--- config.mk ---
export PLATFORM = sky130hd
export DESIGN_NAME = avk_period_meter_flat
export DESIGN_NICKNAME = d
export VERILOG_FILES = /design/src/rtl/avk_pkg.sv /design/src/rtl/avk_period_meter_if.sv /design/src/rtl/avk_edge_sync.sv /design/src/rtl/avk_period_meter.sv /design/src/flat_wrapper.sv
export SDC_FILE = /design/constraint.sdc
export NUM_CORES = 1
export LEC_CHECK = 0
export CAP_MARGIN = 20
export CORE_ASPECT_RATIO = 0.75
export CORE_MARGIN = 10
export CORE_UTILIZATION = 38
export DETAILED_ROUTE_END_ITERATION = 6
export GPL_TIMING_DRIVEN = 0
export PLACE_DENSITY_LB_ADDON = 0.05
export SETUP_SLACK_MARGIN = 0.2
export SLEW_MARGIN = 30
export SYNTH_ARGS = -nofsm -noshare
export SYNTH_HDL_FRONTEND = slang
export SYNTH_SLANG_ARGS = --single-unit
--- constraint.sdc ---
create_clock -name clock -period 5.4 [get_ports clock]
set_input_delay 1.08 -clock clock [delete_from_list [all_inputs] [get_ports clock]]
set_output_delay 1.08 -clock clock [all_outputs]
set_load 0.02 [all_outputs]
--- src/rtl/avk_pkg.sv ---
// avk_pkg: shared constants and types for the avk period meter slice.
//   CLK_HZ           system clock rate the meter counts in
//   TIMEOUT_DEFAULT  longest legal gap between rising edges (3 s)
//   avk_meter_state_t  meter FSM states
package avk_pkg;

  localparam int CLK_HZ          = 4_000_000;
  localparam int TIMEOUT_DEFAULT = 3 * CLK_HZ;

  typedef enum logic [1:0] {
    IDLE    = 2'd0,
    ARM     = 2'd1,
    MEASURE = 2'd2
  } avk_meter_state_t;

endpackage

--- src/rtl/avk_period_meter_if.sv ---
// avk_period_meter_if: result handshake between the period meter and its
// consumer.
//   result_valid  result registers hold an unaccepted result
//   result_ready  consumer accepts the result this cycle
//   period_sum    summed period lengths (clocks)
//   high_sum      summed high-phase lengths (clocks)
//   overrun       an unaccepted result was overwritten since the last accept
// master = meter side, slave = consumer side.
interface avk_period_meter_if #(
  parameter int W = 26
) ();

  logic         result_valid;
  logic         result_ready;
  logic [W-1:0] period_sum;
  logic [W-1:0] high_sum;
  logic         overrun;

  modport master (
    output result_valid, period_sum, high_sum, overrun,
    input  result_ready
  );

  modport slave (
    input  result_valid, period_sum, high_sum, overrun,
    output result_ready
  );

endinterface

--- src/rtl/avk_edge_sync.sv ---
// avk_edge_sync: 2-flop synchroniser for an asynchronous level plus a
// one-cycle-delayed copy for edge detection.
//   clock, reset  system clock, synchronous active-high reset
//   d             asynchronous input
//   q             synchronised level
//   rise, fall    single-cycle edge strobes derived from q
// A change on d shows up on rise/fall after two edges and is acted on by
// the third, a fixed latency so downstream edge-to-edge counts are exact.
module avk_edge_sync (
  input  logic clock,
  input  logic reset,
  input  logic d,
  output logic q,
  output logic rise,
  output logic fall
);

  logic [1:0] sync;
  logic       q_d;

  always_ff @(posedge clock) begin
    if (reset) begin
      sync <= '0;
      q_d  <= 1'b0;
    end else begin
      sync <= {sync[0], d};
      q_d  <= sync[1];
    end
  end

  assign q    = sync[1];
  assign rise = sync[1] & ~q_d;
  assign fall = ~sync[1] & q_d;

endmodule

--- src/rtl/avk_period_meter.sv ---
// avk_period_meter: measures the reference square wave from avk_capacitance.
// Counts clocks per full period and per high phase, sums 2^AVG_LOG2
// back-to-back periods and presents each sum over a valid/ready handshake.
//   clock, reset  system clock, synchronous active-high reset
//   enable        measurement enable; low forces IDLE
//   reference     asynchronous square wave
//   timeout       one-cycle pulse when no rising edge arrives within TIMEOUT
//   busy          FSM is in ARM or MEASURE
//   res           result handshake (period_sum, high_sum, overrun, ...)
module avk_period_meter
  import avk_pkg::*;
#(
  parameter int CNT_W    = 24,
  parameter int AVG_LOG2 = 2,
  parameter int TIMEOUT  = TIMEOUT_DEFAULT
) (
  input  logic                clock,
  input  logic                reset,
  input  logic                enable,
  input  logic                reference,
  output logic                timeout,
  output logic                busy,
  avk_period_meter_if.master  res
);

  localparam int SUM_W = CNT_W + AVG_LOG2;
  localparam logic [CNT_W-1:0]    CNT_ONE = CNT_W'(1);
  localparam logic [CNT_W-1:0]    TO_LAST = CNT_W'(TIMEOUT - 1);
  localparam logic [AVG_LOG2-1:0] AVG_ONE = AVG_LOG2'(1);
  localparam logic [AVG_LOG2-1:0] N_LAST  = '1;

  avk_meter_state_t state, state_n;

  logic                ref_s, rise, fall_unused;
  logic [CNT_W-1:0]    per_cnt, hi_cnt, wait_cnt;
  logic [SUM_W-1:0]    per_acc, hi_acc, per_new, hi_new;
  logic [AVG_LOG2-1:0] n;
  logic                active, to_hit, done, accept;

  avk_edge_sync u_sync (
    .clock (clock),
    .reset (reset),
    .d     (reference),
    .q     (ref_s),
    .rise  (rise),
    .fall  (fall_unused)
  );

  assign active  = (state == ARM) || (state == MEASURE);
  // A rise restarts the wait counter, so it can never coincide with a timeout.
  assign to_hit  = enable & active & ~rise & (wait_cnt == TO_LAST);
  assign per_new = per_acc + SUM_W'(per_cnt);
  assign hi_new  = hi_acc + SUM_W'(hi_cnt);
  // The rise that closes the last period of a group; n wraps to 0 here.
  assign done    = enable & (state == MEASURE) & rise & (n == N_LAST);
  assign accept  = res.result_valid & res.result_ready;

  // ---------------------------------------------------------------- FSM
  always_ff @(posedge clock) begin
    if (reset) state <= IDLE;
    else       state <= state_n;
  end

  always_comb begin
    state_n = state;
    busy    = active;
    case (state)
      IDLE:    if (enable) state_n = ARM;
      ARM: begin
        if (!enable)   state_n = IDLE;
        else if (rise) state_n = MEASURE;
      end
      MEASURE: begin
        if (!enable)     state_n = IDLE;
        else if (to_hit) state_n = ARM;
      end
      default: state_n = IDLE;
    endcase
  end

  // ------------------------------------------------- counters/accumulators
  always_ff @(posedge clock) begin
    if (reset) begin
      timeout  <= 1'b0;
      wait_cnt <= '0;
      per_cnt  <= '0;
      hi_cnt   <= '0;
      per_acc  <= '0;
      hi_acc   <= '0;
      n        <= '0;
    end else begin
      timeout <= to_hit;
      if (!enable || state == IDLE || to_hit) begin
        // Leaving the measurement (or never in it): drop all partial data.
        wait_cnt <= '0;
        per_cnt  <= '0;
        hi_cnt   <= '0;
        per_acc  <= '0;
        hi_acc   <= '0;
        n        <= '0;
      end else if (rise) begin
        // The edge that ends one period starts the next: counts restart at
        // 1 because this edge is already the first clock of the new period.
        wait_cnt <= '0;
        per_cnt  <= CNT_ONE;
        hi_cnt   <= CNT_ONE;
        if (state == MEASURE) begin
          n       <= n + AVG_ONE;
          per_acc <= done ? '0 : per_new;
          hi_acc  <= done ? '0 : hi_new;
        end
      end else begin
        wait_cnt <= wait_cnt + CNT_ONE;
        if (state == MEASURE) begin
          per_cnt <= per_cnt + CNT_ONE;
          hi_cnt  <= hi_cnt + CNT_W'(ref_s);
        end
      end
    end
  end

  // ------------------------------------------------------ result handshake
  always_ff @(posedge clock) begin
    if (reset) begin
      res.result_valid <= 1'b0;
      res.period_sum   <= '0;
      res.high_sum     <= '0;
      res.overrun      <= 1'b0;
    end else if (done) begin
      // A load always wins; only an unaccepted result being replaced counts
      // as an overrun. A load coinciding with an accept leaves overrun as is.
      res.result_valid <= 1'b1;
      res.period_sum   <= per_new;
      res.high_sum     <= hi_new;
      if (res.result_valid && !res.result_ready) res.overrun <= 1'b1;
    end else if (accept) begin
      res.result_valid <= 1'b0;
      res.overrun      <= 1'b0;
    end
  end

endmodule

--- src/flat_wrapper.sv ---
// flat-port wrapper written by rule: the top's interface ports become plain ports
module avk_period_meter_flat import avk_pkg::*;
#(
  parameter int CNT_W    = 24,
  parameter int AVG_LOG2 = 2,
  parameter int TIMEOUT  = TIMEOUT_DEFAULT
)
  (clock, reset, enable, reference, timeout, busy, res_result_valid, res_period_sum, res_high_sum, res_overrun, res_result_ready);
  avk_period_meter_if #(.W((CNT_W + AVG_LOG2))) res_i ();
  input  logic clock;
  input  logic reset;
  input  logic enable;
  input  logic reference;
  output logic timeout;
  output logic busy;
  output wire logic [$bits(res_i.result_valid)-1:0] res_result_valid;
  output wire logic [$bits(res_i.period_sum)-1:0] res_period_sum;
  output wire logic [$bits(res_i.high_sum)-1:0] res_high_sum;
  output wire logic [$bits(res_i.overrun)-1:0] res_overrun;
  input wire logic [$bits(res_i.result_ready)-1:0] res_result_ready;
  assign res_result_valid = res_i.result_valid;
  assign res_period_sum = res_i.period_sum;
  assign res_high_sum = res_i.high_sum;
  assign res_overrun = res_i.overrun;
  assign res_i.result_ready = res_result_ready;
  avk_period_meter #(.CNT_W(CNT_W), .AVG_LOG2(AVG_LOG2), .TIMEOUT(TIMEOUT)) u_core (.clock(clock), .reset(reset), .enable(enable), .reference(reference), .timeout(timeout), .busy(busy), .res(res_i));
endmodule
==> parameters.txt, run 1 <==
Parameter                              Value

Status
  Run status ... completed

Yosys
  Library cell with the largest summed area after synthesis ... dfxtp_1
  Synthesis warning total ... 0
  Number of unique standard cell types used by synthesis ... 72
  EDFF count, synth ... 0
  Post-Syn Nets ... between 1000 and 1500
  Share of flip-flops with an asynchronous set or reset after synthesis ... 0
  Primary FF master, synth ... dfxtp_1
  Syn Std Cell Area ... 9950 µm²
  Main area contributors after synthesis ... dfxtp_1 (37%), ha_1 (7.2%), nand2_1 (6.0%)
  Register area share after synthesis ... 0.374
  Syn Area/Cell ... between 8 and 9 µm²
  Synthesized instance count ... approximately 1200
  Area share of the leading cell type in the synthesized netlist ... 0.374
  Flip-flop and latch count after synthesis ... 186

STA
  Number of hold violations in the final report ... 0
  Setup slack of the critical path after layout ... 1.51 ns
  Final-layout setup total negative slack ... 0 ns
  Clock tree skew after final layout ... between 0.01 and 0.015 ns
  Remaining max-slew budget at the tightest pin ... 0.388
  Setup repair after global routing missed its margin ... false
  Highest clock frequency the design can meet ... about 0.26 GHz
  Worst Max-Slew Pin Slew ... around 0.9 ns
  Fin crit share ... 0.721
  Final Max Tran Viols ... 0
  Tmin final ... between 3 and 4 ns
  Final setup violating endpoints ... 0

Clock network
  TritonCTS clock tree ... done
  Post-CTS Setup Repair Bufs ... 0
  Number of buffers added to fix hold violations after cts ... 0
  Clock latency at the later pin of the worst-skew pair ... about 0.46 ns
  Largest buffer count on any clock path ... 2
  Clock Root Buffer ... clkbuf_16
  Number of sinks on the clock net ... around 190
  H-tree level count ... 4
  CTS clk-pin slew, worst paths ... 0.07 ns
  Post-cts sizing count ... 0
  Number of clock buffers inserted by TritonCTS ... 17

Final layout
  Fill cell instance count of the final layout ... between 2000 and 3000
  Most frequent cells in the layout ... dfxtp_1 (186), nand2_1 (159), nor2_1 (129), a21oi_1 (109), o21ai_0 (60)
  Share of final-layout standard cells stronger than drive strength 1 ... 0.0451
  Area of all placed cells without fillers ... about 12000 µm²
  Count of non-filler cells in the finished layout ... roughly 1700
  Layout Area Growth over Synthesis ... 16.6%
  Most common library cell in the layout ignoring fill and taps ... dfxtp_1
  Number of nets in the layout ... ~1400
  Ant. Diodes ... 0
  Final core area utilization ... 0.449

Placed design
  Instance area at placement ... 11000 µm²
  Final Wtd Congestion ... around 0.87
  DP HPWL ... roughly 23 mm
  Post-place setup slack ... 1.11 ns
  Number of cells after detailed placement ... between 1500 and 2000
  Buffers on Ports ... 59

GRT
  Antenna violations before repair ... 0
  Vias in the first global route ... ~8200
  First-pass GRT wire length ... approximately 48 mm
  Pin count of the biggest net entering global routing ... 17
  Total global routing track utilization ... 0.184
  Leftover overflow at the end of global routing ... 0

Drt
  Post-route antenna net violation count ... 0
  DRC viols ... 0
  Number of violations reported at the end of detailed-routing iteration 0 ... roughly 600
  Overall via count from detail_route ... around 8800
  Detailed Route WL ... 30.6 mm
  Avg Vias per Cell ... around 5.3
  Drt first pass iters ... 5
  Average routed wire per standard cell ... ~19 µm

Die
  Die Y ... 160 µm
  Starting density of the core ... 0.385
  Num ports ... ~60
  Floorplan die area ... roughly 33000 µm²
  Row Count ... ~50
  Placeable core region ... about 26000 µm²
  Die outline width ... roughly 210 µm

Critical path
  Critical path launch point type ... input pin
  Capturing element type of the critical path ... flip-flop
  Largest fanout of any net on the critical path ... 10
  Data required, critical path ... 5.78 ns
  Worst setup path class ... in -> reg
  Data arrival time at the worst-slack endpoint ... about 4.3 ns

Power and ir drop
  Static power due to leakage ... ~0.0042 µW
  Largest vdd supply drop ... between 200 and 250 µV
  Ratio of total power to cell area ... 247 nW/µm²

Min path
  Worst min-delay path category ... reg -> reg

Job
  Max cap viols ... 0
## report_power, final
part | total (µW) | switching [µW] | internal [µW] | leakage (µW)
registers | 1380 | 3.94 | 1370 | 0.00150
logic | 100 | 75.6 | 24.8 | 0.00243
clock network | 1390 | 596 | 791 | 0.000308
total | 2870 | 675 | 2190 | 0.00423
## worst max-delay path, cell delays in order
cell and delay, ns:
clkdlybuf4s50_1 0.69, nor3b_1 0.71, nand2_1 0.25, nor2_1 0.76
clkbuf_1 0.58, nand2_1 0.11, o21ai_0 0.09
## synthesized netlist by cell type (all sizes together) (5+ instances only)
library cell  number
ha                57
clkbuf            48
o211ai            10
nand4             25
a211o              5
a22oi             14
nand3             56
and2               6
a21oi            109
a22o               9
dfxtp            186
a21boi             7
xor2              52
and3              21
or3               19
a21o              19
nor3              19
mux2i              7
and4              10
buf               12
a211oi            11
nor2b              7
nor2             130
or4                6
o21a              12
xnor2             48
nand2            159
o21ai             63
nor4               5
inv               29
nand2b             5
a31oi             11
## routing by layer
metal | GRT usage | share of wire | vias up
li1 | - | - | 4459
met4 | 0.0361 | 0.0087 | 0
met5 | 0 | 0 | -
met2 | 0.253 | 0.39 | 174
met3 | 0.0372 | 0.052 | 17
met1 | 0.283 | 0.55 | 4151
## per-stage QoR
step,power [µW],hold WS [ns]
floorplan,1470,0.413
global placement,1510,0.421
detailed placement,1510,0.423
CTS,2900,0.439
finish,2870,0.438
global route,2960,0.470
## layout make-up
class	count	area, µm²	area share
Timing Repair Buffer	59	591	0.0509
Tap cell	344	430	0.0371
Sequential cell	186	3720	0.321
Buffer	62	320	0.0276
Clock buffer	18	439	0.0379
Clock inverter	13	190	0.0164
Multi-Input combinational cell	939	5790	0.499
Inverter	30	113	0.00971
## cells by family after synthesis
family,after synthesis,share of synthesized area
flip-flops,186,0.374
multiplexers,7,0.00705
adder cells (fa/ha/maj),59,0.0757
AND/OR/NAND/NOR,479,0.227
XOR/XNOR,100,0.0881
AO/OA/AOI/OAI,294,0.184
buffers and inverters,92,0.0435
## worst paths after layout
| check | start | end | slack (ns) | cells after the start |
|---|---|---|---|---|
| setup / recovery | enable | u_core.per_acc[20] | 1.51 | 7 |
| hold / removal | u_core.u_sync.sync[0] | u_core.u_sync.sync[1] | 0.44 | 1 |
| setup reg to reg | u_core.state[0] | u_core.per_acc[20] | 2.16 | 8 |
| hold reg to reg | u_core.u_sync.sync[0] | u_core.u_sync.sync[1] | 0.44 | 1 |
## state kept, by name, summed over array words and instances, names as in the netlist, 2 cells and up
register,flops
u_core.wait_cnt,24
u_core.res.high_sum,26
u_core.per_cnt,24
u_core.state,2
u_core.res.period_sum,26
u_core.per_acc,26
u_core.hi_acc,26
u_core.hi_cnt,24
u_core.u_sync.sync,2
u_core.n,2
Power figures use the tool's default switching activity.
==> run 2, diff against run 1 <==
==> constraint.sdc (replaced) <==
create_clock -name clock -period 3.5 [get_ports clock]
set_input_delay 0.7 -clock clock [delete_from_list [all_inputs] [get_ports clock]]
set_output_delay 0.7 -clock clock [all_outputs]
set_load 0.02 [all_outputs]
==> run 2 against run 1 <==
Effect of this change:
- clock power up 53%
- setup slack worse by 1.1 ns
- largest cell class unchanged
- sequential power up 54%
- routed wire length down 0.28%
- largest power group is now sequential cells
- register-to-register slack worse by 1.7 ns
- die area unchanged
- first-iteration DRC count down 0.33%
==> parameters.txt, run 2 (same netlist as run 1, synthesis figures left out) <==
Parameter                              Value

Die
  Die outline width ... ~210 µm
  Die Y ... ~160 µm
  Starting density of the core ... 0.385
  Num ports ... roughly 60
  Placeable core region ... around 26000 µm²
  Row Count ... 51
  Floorplan die area ... around 33000 µm²

STA
  Final Max Tran Viols ... 0
  Clock tree skew after final layout ... about 0.013 ns
  Setup repair after global routing missed its margin ... false
  Remaining max-slew budget at the tightest pin ... 0.378
  Worst Max-Slew Pin Slew ... 0.933 ns
  Highest clock frequency the design can meet ... around 0.32 GHz
  Tmin final ... just over 3 ns
  Number of hold violations in the final report ... 0
  Fin crit share ... 0.883
  Final setup violating endpoints ... 0

Final layout
  Share of final-layout standard cells stronger than drive strength 1 ... 0.0490
  Final core area utilization ... 0.450
  FF+latch area ... approximately 3700 µm²
  Layout Area Growth over Synthesis ... 16.8%
  Most frequent cells in the layout ... dfxtp_1 (186), nand2_1 (159), nor2_1 (128), a21oi_1 (109), o21ai_0 (60)
  Most common library cell in the layout ignoring fill and taps ... dfxtp_1
  Number of nets in the layout ... 1359
  Fill cell instance count of the final layout ... around 2600
  Multi-input gate area ... between 5000 and 6000 µm²
  Count of non-filler cells in the finished layout ... approximately 1700
  Ant. Diodes ... 0

Power and ir drop
  Ratio of total power to cell area ... 380 nW/µm²
  Largest vdd supply drop ... 342 µV
  Sw Ratio ... 0.234
  Switching power of the nets ... 1040 µW
  Clock network fraction of design power ... 0.483
  Static power due to leakage ... 0.00424 µW
  Total power ... about 4400 µW
  Comb pwr share ... 0.036
  Internal power consumption ... about 3400 µW
  Register share of total power ... 0.482

Status
  Run status ... completed

Clock network
  Number of sinks on the clock net ... roughly 190
  Clock latency at the later pin of the worst-skew pair ... 0.45 ns
  CTS clk-pin slew, worst paths ... about 0.060 ns
  Post-CTS Setup Repair Bufs ... 0
  H-tree level count ... 4
  Largest buffer count on any clock path ... 2
  Clock Root Buffer ... clkbuf_16
  Number of clock buffers inserted by TritonCTS ... 17
  TritonCTS clock tree ... done
  Number of buffers added to fix hold violations after cts ... 0

Critical path
  Capturing element of the worst setup path ... u_core.per_acc[3]
  Largest fanout of any net on the critical path ... 10
  Reg-to-reg endpoint ... u_core.res.high_sum[24]
  Start of the worst register-to-register path ... u_core.hi_cnt[0]
  Register-to-register setup slack ... 0.47 ns
  Data arrival time at the worst-slack endpoint ... roughly 3.4 ns
  Data required, critical path ... between 3 and 4 ns
  Critical path launch point type ... input pin
  Worst setup path class ... in -> reg
  Launching element of the worst setup path ... enable
  Number of cell instances on the worst register-to-register path ... 10
  Capturing element type of the critical path ... flip-flop

Placed design
  Number of cells after detailed placement ... about 1600
  Final Wtd Congestion ... 0.867
  Buffers on Ports ... 59
  DP HPWL ... between 20 and 25 mm

GRT
  Leftover overflow at the end of global routing ... 0
  Total global routing track utilization ... 0.184
  First-pass GRT wire length ... between 40 and 50 mm
  Pin count of the biggest net entering global routing ... 17
  Vias in the first global route ... between 8000 and 9000
  Antenna violations before repair ... 0

Drt
  Number of violations reported at the end of detailed-routing iteration 0 ... approximately 610
  Drt first pass iters ... 7
  DRC viols ... 0
  Detailed Route WL ... around 31 mm
  Avg Vias per Cell ... around 5.3
  Average routed wire per standard cell ... between 15 and 20 µm
  Post-route antenna net violation count ... 0
  Overall via count from detail_route ... roughly 8800

Min path
  Worst min-delay path category ... reg -> reg

Job
  Max cap viols ... 0
[run 2: cell counts in the layout (fill, tap and decap cells not counted)]
No cell type changed its count.
[run 2: worst max-delay path, stage by stage]
cell and delay (ns):
clkdlybuf4s50_1 0.70, nand4b_1 0.16, nor3_1 0.21, nand4_1 0.41
nand2_1 0.33, buf_4 0.24, clkbuf_1 0.53, nor2_1 0.10
[run 2: layout make-up]
class,instances,area share
inverter,30,0.00969
timing repair buffer,59,0.0508
tap,344,0.0370
multi-input combinational,939,0.500
clock inverter,13,0.0164
sequential,186,0.320
buffer,62,0.0277
clock buffer,18,0.0378
[run 2: worst min path at each step]
stage / from / to / slack (ns) / cells after the start
CTS: u_core.u_sync.sync[0] / u_core.u_sync.sync[1] / 0.44 / 1
floorplan: u_core.wait_cnt[0] / u_core.wait_cnt[0] / 0.41 / 1
detailed placement: u_core.u_sync.sync[0] / u_core.u_sync.sync[1] / 0.42 / 1
global placement: u_core.u_sync.sync[0] / u_core.u_sync.sync[1] / 0.42 / 1
global route: u_core.u_sync.sync[0] / u_core.u_sync.sync[1] / 0.47 / 1
finish: u_core.u_sync.sync[0] / u_core.u_sync.sync[1] / 0.44 / 1
[run 2: timing repair]
action                     4_1_cts  5_1_grt
pin swaps                        0        0
gates resized for setup          1        6
setup endpoints to repair       10       22
hold endpoints to repair         0        0
[run 2: per-stage QoR]
| step | setup TNS (ns) | setup slack [ns] | hold slack (ns) | area [µm²] |
|---|---|---|---|---|
| after CTS | 0 | 0.300 | 0.439 | 11600 |
| after detailed placement | -7.40 | -0.406 | 0.423 | 11000 |
| after floorplan | 0 | 1.07 | 0.413 | 9950 |
| after global placement | -7.55 | -0.421 | 0.421 | 11000 |
| after global routing | 0 | 0.219 | 0.470 | 11600 |
| final | 0 | 0.408 | 0.438 | 11600 |
[run 2: power by group through the flow]
stage               Combinational (µW)  Sequential, µW  Clock (µW)
detailed placement                 157            2180           0
global route                       173            2130        2260
floorplan                         88.7            2180           0
global placement                   157            2180           0
CTS                                158            2130        2190
finish                             158            2130        2130
[run 2: layer usage]
layer  share of wire  global-route usage
met3           0.057              0.0372
met1            0.54               0.283
met4          0.0096              0.0361
met2            0.39               0.253
met5               0                   0
